<file path="config.mk">
export PLATFORM = sky130hd
export DESIGN_NAME = fetch_seq_ctrl
export DESIGN_NICKNAME = d
export VERILOG_FILES = /design/src/rtl/fetch_seq_ctrl.sv
export SDC_FILE = /design/constraint.sdc
export NUM_CORES = 1
export LEC_CHECK = 0
export BUFFER_PORTS_ARGS = -buffer_cell sky130_fd_sc_hd__buf_2
export CAP_MARGIN = 5
export CORE_AREA = 2 2 62 64
export DETAILED_ROUTE_END_ITERATION = 6
export DIE_AREA = 0 0 64 66
export HOLD_SLACK_MARGIN = 0.02
export PLACE_DENSITY = 0.77
export SLEW_MARGIN = 20
export SYNTH_ARGS = -nofsm -noshare
export SYNTH_HDL_FRONTEND = slang
export SYNTH_SLANG_ARGS = --single-unit
</file>
<file path="constraint.sdc">
create_clock -name clock -period 2.1 [get_ports clock]
set_input_delay 0.21 -clock clock [delete_from_list [all_inputs] [get_ports clock]]
set_output_delay 0.21 -clock clock [all_outputs]
set_load 0.005 [all_outputs]
</file>
<file path="src/rtl/fetch_seq_ctrl.sv">
// Sequential instruction fetch controller: issues a pc to instruction memory, captures the word
// and presents it to the decoder. Optional `FETCH_PERF_CNT_EN adds a 16-bit saturating fetch_count.
module fetch_seq_ctrl #(
  parameter int                ADDR_W   = 8,
  parameter int                DATA_W   = 16,
  parameter logic [ADDR_W-1:0] START_PC = '0
) (
  input  logic              clock,
  input  logic              reset_n,
  input  logic              start,
  input  logic              jump_en,
  input  logic [ADDR_W-1:0] jump_addr,
  input  logic              instr_ready,
  input  logic [DATA_W-1:0] iram_q,
  output logic [ADDR_W-1:0] iram_addr,
  output logic [DATA_W-1:0] instr,
  output logic [ADDR_W-1:0] instr_pc,
  output logic              instr_valid,
  output logic              busy,
  output logic              halted,
  output logic [2:0]        state_dbg
`ifdef FETCH_PERF_CNT_EN
  ,
  output logic [15:0]       fetch_count
`endif
);

  typedef enum logic [2:0] {
    IDLE  = 3'd0,
    ISSUE = 3'd1,
    DATA  = 3'd2,
    OUT   = 3'd3,
    HALT  = 3'd4
  } state_t;

  state_t            state, state_nxt;
  logic [ADDR_W-1:0] pc, pc_nxt;
  logic              load_instr;
  logic              handshake;
  logic              start_accept;

  // Decoder handshake: instr_valid is high only in OUT; a transfer happens on a rising edge where
  // instr_valid && instr_ready. instr/instr_pc never change while instr_valid is high.
  always_ff @(posedge clock or negedge reset_n) begin
    if (!reset_n) begin
      state    <= IDLE;
      pc       <= START_PC;
      instr    <= '0;
      instr_pc <= '0;
    end else begin
      state <= state_nxt;
      pc    <= pc_nxt;
      if (load_instr) begin
        instr    <= iram_q;
        instr_pc <= pc;
      end
    end
  end

  always_comb begin
    state_nxt    = state;
    pc_nxt       = pc;
    load_instr   = 1'b0;
    handshake    = 1'b0;
    start_accept = 1'b0;
    case (state)
      IDLE, HALT: begin
        if (start) begin
          start_accept = 1'b1;
          pc_nxt       = START_PC;
          state_nxt    = ISSUE;
        end
      end
      ISSUE: begin
        if (jump_en) begin
          pc_nxt    = jump_addr;
          state_nxt = ISSUE;
        end else begin
          state_nxt = DATA;
        end
      end
      DATA: begin
        // A redirect here drops the in-flight word before it is ever presented.
        if (jump_en) begin
          pc_nxt    = jump_addr;
          state_nxt = ISSUE;
        end else begin
          load_instr = 1'b1;
          state_nxt  = OUT;
        end
      end
      OUT: begin
        if (instr_ready) begin
          handshake = 1'b1;
          pc_nxt    = jump_en ? jump_addr : pc + ADDR_W'(1);
          if ((instr[DATA_W-1 -: 4] == 4'hF) && !jump_en) state_nxt = HALT;
          else                                            state_nxt = ISSUE;
        end else if (jump_en) begin
          pc_nxt    = jump_addr;
          state_nxt = ISSUE;
        end
      end
      default: state_nxt = IDLE;
    endcase
  end

  assign iram_addr   = pc;
  assign instr_valid = (state == OUT);
  assign busy        = (state == ISSUE) || (state == DATA) || (state == OUT);
  assign halted      = (state == HALT);
  assign state_dbg   = state;

`ifdef FETCH_PERF_CNT_EN
  logic [15:0] cnt;

  always_ff @(posedge clock or negedge reset_n) begin
    if (!reset_n) begin
      cnt <= '0;
    end else if (start_accept) begin
      cnt <= '0;
    end else if (handshake && (cnt != 16'hFFFF)) begin
      cnt <= cnt + 16'd1;
    end
  end

  assign fetch_count = cnt;
`endif

endmodule

</file>
# [After elaboration in Yosys (flattened, before gate mapping)]
# Index checks and enable logic that the tools add are counted.
[totals] in_bits=29 register_bits=35
[classes] reduce_logical=10 add_sub_neg=1 n_eq_ne=7 mux=14
[ops] cell="8-bit two-way mux" count=4
[ops] cell="8-bit one-hot mux with 3 select lines" count=1
[ops] cell="3-bit two-way mux" count=4
[ops] cell="3-bit one-hot mux with 4 select lines" count=1
[ops] cell="8-bit by 1-bit adder with 8-bit output (second input constant)" count=1
[ops] cell="3-bit by 2-bit == test with 1-bit output (second input constant)" count=2
[ops] cell="4-bit == test (second input constant)" count=1
[ops] cell="2-bit two-way mux" count=2
[ops] cell="2-bit AND reduction" count=2
[ops] cell="2-bit OR reduction" count=2
[ops] cell="3-bit by 1-bit == test with 1-bit output (second input constant)" count=1
[ops] cell="3-bit == test (second input constant)" count=1
[ops] cell="3-bit logical NOT" count=1
[ops] cell="3-bit inequality test (second input constant)" count=1
[ops] cell="3-bit nonzero test" count=1
[ops] cell="1-bit logical OR" count=2
[ops] cell="1-bit two-way mux" count=2
[ops] cell="2-bit inequality test (second input constant)" count=1
[ops] cell="1-bit logical AND" count=1
[ops] cell="1-bit logical NOT" count=1

# [Logic depth before layout (Yosys ltp)]
# Gate-level depths: netlist (run 1).
[logic_depth] depth_word=5 ltp_mapped=5

# [Worst setup path after synthesis (run 1)]
# OpenSTA, ideal clock, no wires.
[synth_path] path_kind="register to register" start="register state[0], in the netlist state_dbg[0]" end="register instr[0]" synth_period_minus_slack_ps=1580 t_required_ps=1975 setup_ps=125 stages_incl_launch_ff=5 slack_ps=520 t_arrival_ps=1455 path_cell_list="dfrtp_1 buf_6 nor4b_4 buf_6 mux2_2"
[synth_between] elab_chain_len=2
[synth_rtl] item="start: declaration" line="36" source="state_t state, state_nxt;"
[synth_rtl] item="start signal: assignment" line="51" source="state <= state_nxt;"
[synth_rtl] item="3-bit by 2-bit == test with 1-bit output" line="66" source="case (state)"
[synth_rtl] item="1-bit two-way mux" line="66"
[synth_rtl] item="end signal: assignment" line="54" source="instr <= iram_q;"
[synth_rtl] item="end: declaration" line="16" source="output logic [DATA_W-1:0] instr,"
# Every way passes these cells.
# A chain may end at the register's enable or synchronous reset.

# [Worst setup path after layout (run 1)]
[layout_path] start="register state[1], in the netlist state_dbg[1]" end="register instr[10]"
# Same word-level chain as after synthesis.

==> flow_metrics.env, run 1 <==
export IMPL_cts_tree="yes"
export IMPL_clock_latency_ps=340
export IMPL_layout_cells_non_filler=243
export IMPL_finalMaxSlewViolations=0
export IMPL_ios=67
export IMPL_grt_max_degree=36
export IMPL_nFillCells=306
export IMPL_grt_pass1_wl_um=6350
export IMPL_holdCritStartpoint="jump_addr[2]"
export IMPL_clk_pin_slew_worst_paths_ps=100
export IMPL_core_area_um2=3550
export IMPL_outcome="completed"
export IMPL_num_nets_final=224
export IMPL_power_static_leakage_nw=0.993
export IMPL_worst_setup_path_start_kind="register"
export IMPL_place_congestion=0.939
export IMPL_final_util=0.574
export IMPL_grt_use_total=0.200
export IMPL_root_buffer="clkbuf_4"
export IMPL_rsz0062_at_grt="false"
export IMPL_final_cell_mix="66 x buf_2, 35 x dfrtp_1, 24 x mux2_2"
export IMPL_dp_cells=234
export IMPL_finalCritPeriodShare=0.831
export IMPL_hp_class="primary input to register"
export IMPL_whs_path_depth=3
export IMPL_hold_viol_final=0
export IMPL_grt_overflow=0
export IMPL_wl_met3_um=298
export IMPL_clockBufferDepth=2
export IMPL_critPathMaxStageDelay_ps=570
export IMPL_start_util=0.456
export IMPL_drc=0
export IMPL_seq_area_um2=876
export IMPL_ctsHtreeMaxLevel=2
export IMPL_yosys_warnings=0
export IMPL_fin_crit_ps=1750
export IMPL_relSlewSlack=0.502
export IMPL_hpwl_um=2800
export IMPL_first_pass_iters=5
export IMPL_critPathRequiredTime_ps=2320
export IMPL_antenna_cells=0
export IMPL_netlist_area_um2=1620
export IMPL_r2r_start="state_dbg[1]$_DFFE_PN0P_"
export IMPL_rr_worst_depth=3
export IMPL_final_common_cell="buf_2"
export IMPL_wl_met2_um=1820
export IMPL_skew_ps=9.13
export IMPL_pwr_density_cell_nw_per_um2=1240
export IMPL_end_kind="register"
export IMPL_fp_row_count=22
export IMPL_drive_above_1_share=0.528
export IMPL_syn_avg_cell_area_um2=12.9
export IMPL_dieArea_um2=4220
export IMPL_synth_edf_count=0
export IMPL_rrSetupSlack_ps=350
export IMPL_netlist_instances=125
export IMPL_worst_pin_slew_ps=746
export IMPL_cp_arrival_ps=1970
export IMPL_synthFlopType="dfrtp_1"
export IMPL_wl_met1_um=1610
export IMPL_vdd_drop_max_mv=0.629
export IMPL_die_w_um=64
export IMPL_cts_setup_buffers=0
export IMPL_setup_violations=0
export IMPL_dieHeight_um=66
export IMPL_grt_pass1_vias=1314
export IMPL_wl_per_cell_um=15.6
export IMPL_r2r_end="instr[10]$_DFFE_PN0N_"
export IMPL_crit_slowest_cell="dfrtp_1"
export IMPL_ys_seq_area_frac=0.541
export IMPL_fmax_ghz=0.573
export IMPL_ys_async_sr_fraction=1.00
export IMPL_vias=1327
export IMPL_detail_route_antenna_nets=0
export IMPL_hold_buffers=1
export IMPL_clock_sinks=35
export IMPL_worst_slack_ps=354
export IMPL_syn_nets=155
export IMPL_cts_resized=0
export IMPL_multi_input_area_um2=681
export IMPL_hold_path_end="iram_addr[2]$_DFFE_PN0P_"
export IMPL_synth_cell_types=39
export IMPL_wirelength_um=3790
export IMPL_fin_setup_tns_ps=0
export IMPL_pre_cts_slack_ps=375
export IMPL_portBuffers=66
export IMPL_max_cap_violations=0
export IMPL_cts_buffers=5
export IMPL_area_growth_pct=26.0
export IMPL_critPathKind="register to register"
export IMPL_yosysTopAreaCellShare=0.541
export IMPL_dr_max_layer_used="met4"
export IMPL_synth_largest_area_cell="dfrtp_1"
export IMPL_synth_area_leaders="dfrtp_1 54%, mux2_2 17%, buf_6 2.1%, nand2_1 1.6%, and3_1 1.5%"
export IMPL_synth_seq_cells=35
export IMPL_antenna_found_initial=0
export IMPL_drtIter0Drc=87
export IMPL_path_cells="nor4b_4, buf_12, mux2_2"
export IMPL_crit_fanout=20
export IMPL_vias_per_cell=5.46
==> worst max-delay path: cells and delay by family, from the launching register on <==
family | cells | cell delay (ps)
flip-flops | 1 | 570
AND/OR/NAND/NOR | 1 | 480
buffers and inverters | 1 | 220
multiplexers | 1 | 350
==> how the worst max path moves through the flow <==
stage / from / endpoint / slack, ps / depth (start not counted)
6_report: state_dbg[1]$_DFFE_PN0P_ / instr[10]$_DFFE_PN0N_ / 350 / 3
4_1_cts: state_dbg[0]$_DFFE_PN0P_ / instr[10]$_DFFE_PN0N_ / 350 / 3
3_5_place_dp: state_dbg[0]$_DFFE_PN0P_ / instr[10]$_DFFE_PN0N_ / 380 / 3
3_3_place_gp: state_dbg[0]$_DFFE_PN0P_ / instr[6]$_DFFE_PN0N_ / 440 / 3
5_1_grt: state_dbg[0]$_DFFE_PN0P_ / iram_addr[5]$_DFFE_PN0P_ / 200 / 4
2_1_floorplan: state_dbg[0]$_DFFE_PN0P_ / instr[0]$_DFFE_PN0N_ / 520 / 4
==> through the flow <==
stage	cell area (um^2)	power, mW	hold WS (ps)
4_1_cts	2040	2.54	81.7
2_1_floorplan	1620	1.71	-85.6
5_1_grt	2040	2.73	72.8
6_report	2040	2.52	84.8
3_5_place_dp	1980	2.20	329
3_3_place_gp	1980	2.14	304
==> flip-flops by register name, indices dropped and copies added (netlist names) <==
name / cells
instr: 16
iram_addr: 8
state_dbg: 3
instr_pc: 8
==> synth_stat cells (2+ instances only) <==
cell type / count
and3_1: 4
mux2_2: 24
dfrtp_1: 35
nand4_1: 2
a31oi_1: 3
o211ai_1: 2
a21oi_1: 3
nand2_1: 7
and2_1: 2
inv_1: 3
buf_6: 3
o21ai_0: 5
a221o_1: 2
a22o_1: 2
nor2_1: 3
nand3_1: 2
==> logic make-up (layout without fill, tap and decap cells) <==
logic type                 Yosys count  count (layout)  share of synthesized area
buffers and inverters                9              79                     0.0379
muxes                               24              24                      0.167
xor gates and xnor gates             1               1                    0.00541
adders and majority gates            2               2                     0.0147
AOI/OAI and AO/OA                   25              25                      0.113
and+or+nand+nor                     29              29                      0.121
DFF                                 35              35                      0.541
==> final cells by class <==
class | instances | area share
Inverter | 3 | 0.00552
Timing Repair Buffer | 68 | 0.177
Tap cell | 48 | 0.0295
Clock buffer | 7 | 0.0221
Multi-Input combinational cell | 81 | 0.334
Clock inverter | 1 | 0.00246
Sequential cell | 35 | 0.430
==> power by group <==
part	total (mW)	internal (mW)	leakage [nW]	switching, mW
clock	0.345	0.130	0.0293	0.215
sequential	1.24	0.974	0.428	0.269
combinational	0.934	0.539	0.536	0.395
==> routing by layer <==
| metal | GRT usage | vias up |
|---|---|---|
| met2 | 0.306 | 73 |
| met3 | 0.0716 | 7 |
| li1 | - | 608 |
| met5 | 0 | - |
| met1 | 0.260 | 639 |
| met4 | 0.0761 | 0 |
Power figures use the tool's default switching activity.
==> run 2: changes to the inputs <==
Settings changed: CORE_AREA 2 2 62 64 to 2 2 65 67, DIE_AREA 0 0 64 66 to 0 0 67 69, PLACE_DENSITY 0.77 to 0.73.
Clock period 2.1 ns to 1.55 ns, I/O delays scaled along.
==> run 2 against run 1 <==
Combinational power grew 45%; global-route usage down 2.4 points; clock power is 89% higher; highest routed layer unchanged; largest power group unchanged; clock-buffer cell count down 1.
==> flow_metrics.env, run 2 (same netlist as run 1, synthesis figures left out) <==
export IMPL_outcome="completed"
export IMPL_vias_per_cell=5.21
export IMPL_final_cell_mix="66 x buf_2, 33 x dfrtp_1, 24 x mux2_2"
export IMPL_finalCritPeriodShare=0.976
export IMPL_area_growth_pct=33.5
export IMPL_pwr_density_cell_nw_per_um2=1690
export IMPL_relSlewSlack=0.686
export IMPL_met3_usage=0.0375
export IMPL_largest_reg_flops=16
export IMPL_cts_buffers=5
export IMPL_critPathRequiredTime_ps=1770
export IMPL_drtIter0Drc=87
export IMPL_cp_arrival_ps=1740
export IMPL_max_cap_violations=0
export IMPL_drive_above_1_share=0.591
export IMPL_ctsHtreeMaxLevel=2
export IMPL_final_common_cell="buf_2"
export IMPL_crit_fanout=6
export IMPL_die_w_um=67
export IMPL_first_pass_iters=4
export IMPL_grt_max_degree=22
export IMPL_core_area_um2=3910
export IMPL_clk_pin_slew_worst_paths_ps=70
export IMPL_hpwl_um=2870
export IMPL_critPathKind="register to register"
export IMPL_busiest_layer="met2"
export IMPL_hold_viol_final=0
export IMPL_fp_row_count=23
export IMPL_antenna_cells=0
export IMPL_whs_ps=86.2
export IMPL_wirelength_um=3800
export IMPL_clockBufferDepth=2
export IMPL_detail_route_antenna_nets=0
export IMPL_portBuffers=66
export IMPL_start_util=0.413
export IMPL_grt_use_met1=0.218
export IMPL_place_congestion=0.790
export IMPL_dieHeight_um=69
export IMPL_ios=67
export IMPL_cts_tree="yes"
export IMPL_vdd_drop_max_mv=1.11
export IMPL_critPathMaxStageDelay_ps=470
export IMPL_grt_use_met2=0.284
export IMPL_dp_cells=245
export IMPL_num_nets_final=233
export IMPL_grt_use_total=0.177
export IMPL_grt_pass1_vias=1360
export IMPL_worst_pin_slew_ps=471
export IMPL_rsz0062_at_grt="true"
export IMPL_layout_cells_non_filler=253
export IMPL_skew_ps=4.73
export IMPL_root_buffer="clkbuf_8"
export IMPL_grt_pass1_wl_um=6220
export IMPL_fin_crit_ps=1510
export IMPL_end_kind="register"
export IMPL_final_util=0.552
export IMPL_grt_overflow=0
export IMPL_top_register="instr"
export IMPL_dieArea_um2=4620
export IMPL_fmax_ghz=0.661
export IMPL_setup_violations=0
export IMPL_nFillCells=356
export IMPL_vias=1318
export IMPL_finalMaxSlewViolations=0
export IMPL_wl_per_cell_um=15.0
export IMPL_worst_setup_path_start_kind="register"
export IMPL_power_static_leakage_nw=1.05
export IMPL_hp_class="primary input to register"
export IMPL_crit_slowest_cell="dfrtp_2"
export IMPL_clock_latency_ps=280
export IMPL_drc=0
export IMPL_antenna_found_initial=0
export IMPL_path_cells="maj3_2, a22oi_2, o21bai_2, a221o_1"
export IMPL_clock_sinks=35
[run 2: changes by cell type in the layout (fill, tap and decap cells not counted), moves of 2 or more]
| cell | delta |
|---|---|
| buf_4 | +10 |
| clkbuf_4 | -5 |
| dfrtp_1 | -2 |
| clkbuf_1 | -2 |
| clkbuf_8 | +6 |
| dfrtp_2 | +2 |
[run 2: critical path, delay by kind of cell, from the launching register on]
family,cells,cell delay (ps)
compound gates,3,660
flops,1,470
fa+ha+maj,1,330
[run 2: area by class of cell]
cell class                 count  area, um^2  area share
sequential                    35         878       0.407
multi-input combinational     81         704       0.326
timing repair buffer          77         415       0.192
clock buffer                   6        82.6      0.0382
tap                           50        62.6      0.0290
inverter                       3        11.3     0.00521
clock inverter                 1        5.00     0.00232
[run 2: where the power goes]
part           internal [mW]  switching (mW)
clock                  0.348           0.304
sequential              1.33           0.315
combinational          0.785           0.569
total                   2.46            1.19
[run 2: final timing paths]
kind                            slack (ps)  cells after the start                  endpoint                     start
worst max register to register          40                      4  iram_addr[1]$_DFFE_PN0P_  state_dbg[0]$_DFFE_PN0P_
min in group asynchronous              360                      2  iram_addr[6]$_DFFE_PN0P_                   reset_n
max in group asynchronous              690                      3  state_dbg[0]$_DFFE_PN0P_                   reset_n
worst max-delay path                    40                      4  iram_addr[1]$_DFFE_PN0P_  state_dbg[0]$_DFFE_PN0P_
worst min-delay path                    90                      3  iram_addr[7]$_DFFE_PN0P_              jump_addr[7]
worst min register to register         500                      1      instr[2]$_DFFE_PN0N_      instr[2]$_DFFE_PN0N_
[run 2: timing repair]
item	CTS	global route
endpoints found under the hold margin	19	0
buffers inserted	0	0
gates resized for setup	0	8
setup endpoints to repair	0	8
hold buffers	1	0
[run 2: metal layers]
layer | wire length, um | vias up
li1 | - | 624
met1 | 1620 | 642
met2 | 1920 | 47
met3 | 209 | 5
met4 | 58 | 0
met5 | 0 | -
[run 2: per-stage QoR]
stage               TNS (ps)  total power [mW]  worst slack [ps]  instance area (um^2)
CTS                        0              3.65              39.6                  2130
detailed placement         0              2.99              50.8                  2040
floorplan                  0              2.32              1.52                  1620
finish                     0              3.65              37.2                  2160
global placement           0              2.93               107                  2040
global route           -2.11              3.91             -2.11                  2160
==> run 3: changes to the inputs <==
Settings changed: RECOVER_POWER set to 100.
==> run 3 against run 2 <==
Clock skew up 0.83 ps; sequential share of layout area up 0.50 points; combinational power down 3%; critical path type unchanged.
==> flow_metrics.env, run 3 (same netlist as run 1, synthesis figures left out) <==
export IMPL_outcome="completed"
export IMPL_crit_fanout=6
export IMPL_grt_use_met2=0.284
export IMPL_r2r_end="iram_addr[1]$_DFFE_PN0P_"
export IMPL_fmax_ghz=0.661
export IMPL_clockBufferDepth=2
export IMPL_nFillCells=358
export IMPL_drive_above_1_share=0.517
export IMPL_detail_route_antenna_nets=0
export IMPL_dieHeight_um=69
export IMPL_whs_path_depth=3
export IMPL_relSlewSlack=0.693
export IMPL_max_cap_violations=0
export IMPL_fp_row_count=23
export IMPL_portBuffers=66
export IMPL_r2r_start="state_dbg[0]$_DFFE_PN0P_"
export IMPL_hp_class="primary input to register"
export IMPL_critPathKind="register to register"
export IMPL_end_kind="register"
export IMPL_vias=1298
export IMPL_dieArea_um2=4620
export IMPL_crit_slowest_cell="dfrtp_2"
export IMPL_clk_pin_slew_worst_paths_ps=70
export IMPL_vias_per_cell=5.13
export IMPL_path_cells="maj3_2, a22oi_2, o21bai_2, a221o_1"
export IMPL_setup_violations=0
export IMPL_critPathMaxStageDelay_ps=470
export IMPL_hold_viol_final=0
export IMPL_skew_ps=5.56
export IMPL_first_pass_iters=4
export IMPL_busiest_layer="met2"
export IMPL_rr_worst_depth=4
export IMPL_ctsHtreeMaxLevel=2
export IMPL_final_cell_mix="54 x buf_2, 33 x dfrtp_1, 24 x mux2_2"
export IMPL_drc=0
export IMPL_start_util=0.413
export IMPL_die_w_um=67
export IMPL_finalCritPeriodShare=0.976
export IMPL_finalMaxSlewViolations=0
export IMPL_hpwl_um=2870
export IMPL_pwr_density_cell_nw_per_um2=1690
export IMPL_wirelength_um=3790
export IMPL_multi_input_area_um2=704
export IMPL_cp_arrival_ps=1740
export IMPL_ios=67
export IMPL_critPathBufInv=0
export IMPL_place_congestion=0.790
export IMPL_area_growth_pct=31.9
export IMPL_power_mw=3.60
export IMPL_wl_per_cell_um=15.0
export IMPL_cts_buffers=5
export IMPL_seq_area_um2=878
export IMPL_whs_ps=84.9
export IMPL_holdCritStartpoint="jump_addr[7]"
export IMPL_hold_path_end="iram_addr[7]$_DFFE_PN0P_"
export IMPL_vdd_drop_max_mv=1.10
export IMPL_finalInstanceArea_um2=2130
export IMPL_grt_use_met1=0.218
export IMPL_core_area_um2=3910
export IMPL_worst_setup_path_start_kind="register"
export IMPL_clock_latency_ps=280
export IMPL_top_register="instr"
export IMPL_grt_use_total=0.177
export IMPL_critPathRequiredTime_ps=1770
export IMPL_cpLargestDelayFamily="compound AO/OA/AOI/OAI gates"
export IMPL_drtIter0Drc=89
export IMPL_cts_tree="yes"
export IMPL_rsz0062_at_grt="true"
export IMPL_grt_max_degree=22
export IMPL_clock_sinks=35
export IMPL_met3_usage=0.0375
export IMPL_pre_cts_slack_ps=50.8
export IMPL_power_static_leakage_nw=1.01
export IMPL_grt_overflow=0
export IMPL_grt_pass1_wl_um=6220
export IMPL_num_nets_final=233
export IMPL_antenna_cells=0
export IMPL_rrSetupSlack_ps=40
export IMPL_worst_slack_ps=37.9
export IMPL_final_common_cell="buf_2"
export IMPL_layout_cells_non_filler=253
export IMPL_root_buffer="clkbuf_8"
export IMPL_worst_pin_slew_ps=461
export IMPL_largest_reg_flops=16
export IMPL_postPlaceCellArea_um2=2040
export IMPL_fin_crit_ps=1510
export IMPL_dp_cells=245
export IMPL_grt_pass1_vias=1360
export IMPL_antenna_found_initial=0
## run 3: through the flow
stage,util,setup TNS [ps]
after floorplan,-,0
after global placement,0.520,0
after detailed placement,0.520,0
after CTS,0.545,0
after global routing,0.545,-2.11
final,0.545,0
## run 3: how the worst max path moves through the flow
stage	cells after the start	slack, ps	to	from
2_1_floorplan	3	2	instr[0]$_DFFE_PN0N_	state_dbg[2]$_DFFE_PN0P_
3_3_place_gp	4	110	iram_addr[0]$_DFFE_PN0P_	state_dbg[0]$_DFFE_PN0P_
3_5_place_dp	4	50	iram_addr[0]$_DFFE_PN0P_	state_dbg[0]$_DFFE_PN0P_
4_1_cts	4	40	iram_addr[0]$_DFFE_PN0P_	state_dbg[0]$_DFFE_PN0P_
5_1_grt	4	-2	iram_addr[0]$_DFFE_PN0P_	state_dbg[0]$_DFFE_PN0P_
6_report	4	40	iram_addr[1]$_DFFE_PN0P_	state_dbg[0]$_DFFE_PN0P_
## run 3: layer usage
layer	wire, um	part of all wire	vias up
li1	-	-	626
met5	0	0	-
met4	58	0.015	0
met3	204	0.054	5
met1	1640	0.43	625
met2	1900	0.50	42
## run 3: report_power, final
group	switching (mW)	leakage, nW	internal [mW]
Clock	0.304	0.0470	0.348
Combinational	0.568	0.533	0.737
Sequential	0.321	0.426	1.33
## run 3: layout make-up
| type | count | area share |
|---|---|---|
| clock buffers | 6 | 0.0387 |
| clock inverters | 1 | 0.00235 |
| inverters | 3 | 0.00528 |
| multi-input cells | 81 | 0.330 |
| flip-flops and latches | 35 | 0.412 |
| repair buffers | 77 | 0.182 |
| well taps | 50 | 0.0293 |
## run 3: repair_timing
action | 4_1_cts | 5_1_grt
setup endpoints to repair | 0 | 8
hold endpoints to repair | 19 | 0
buffers inserted | 0 | 0
hold buffers | 1 | 0
resized for setup | 0 | 8
## run 3: worst reg2reg max path: stages (launching register included)
cell      delay, ps
dfrtp_2         470
maj3_2          330
a22oi_2         300
o21bai_2        200
a221o_1         160
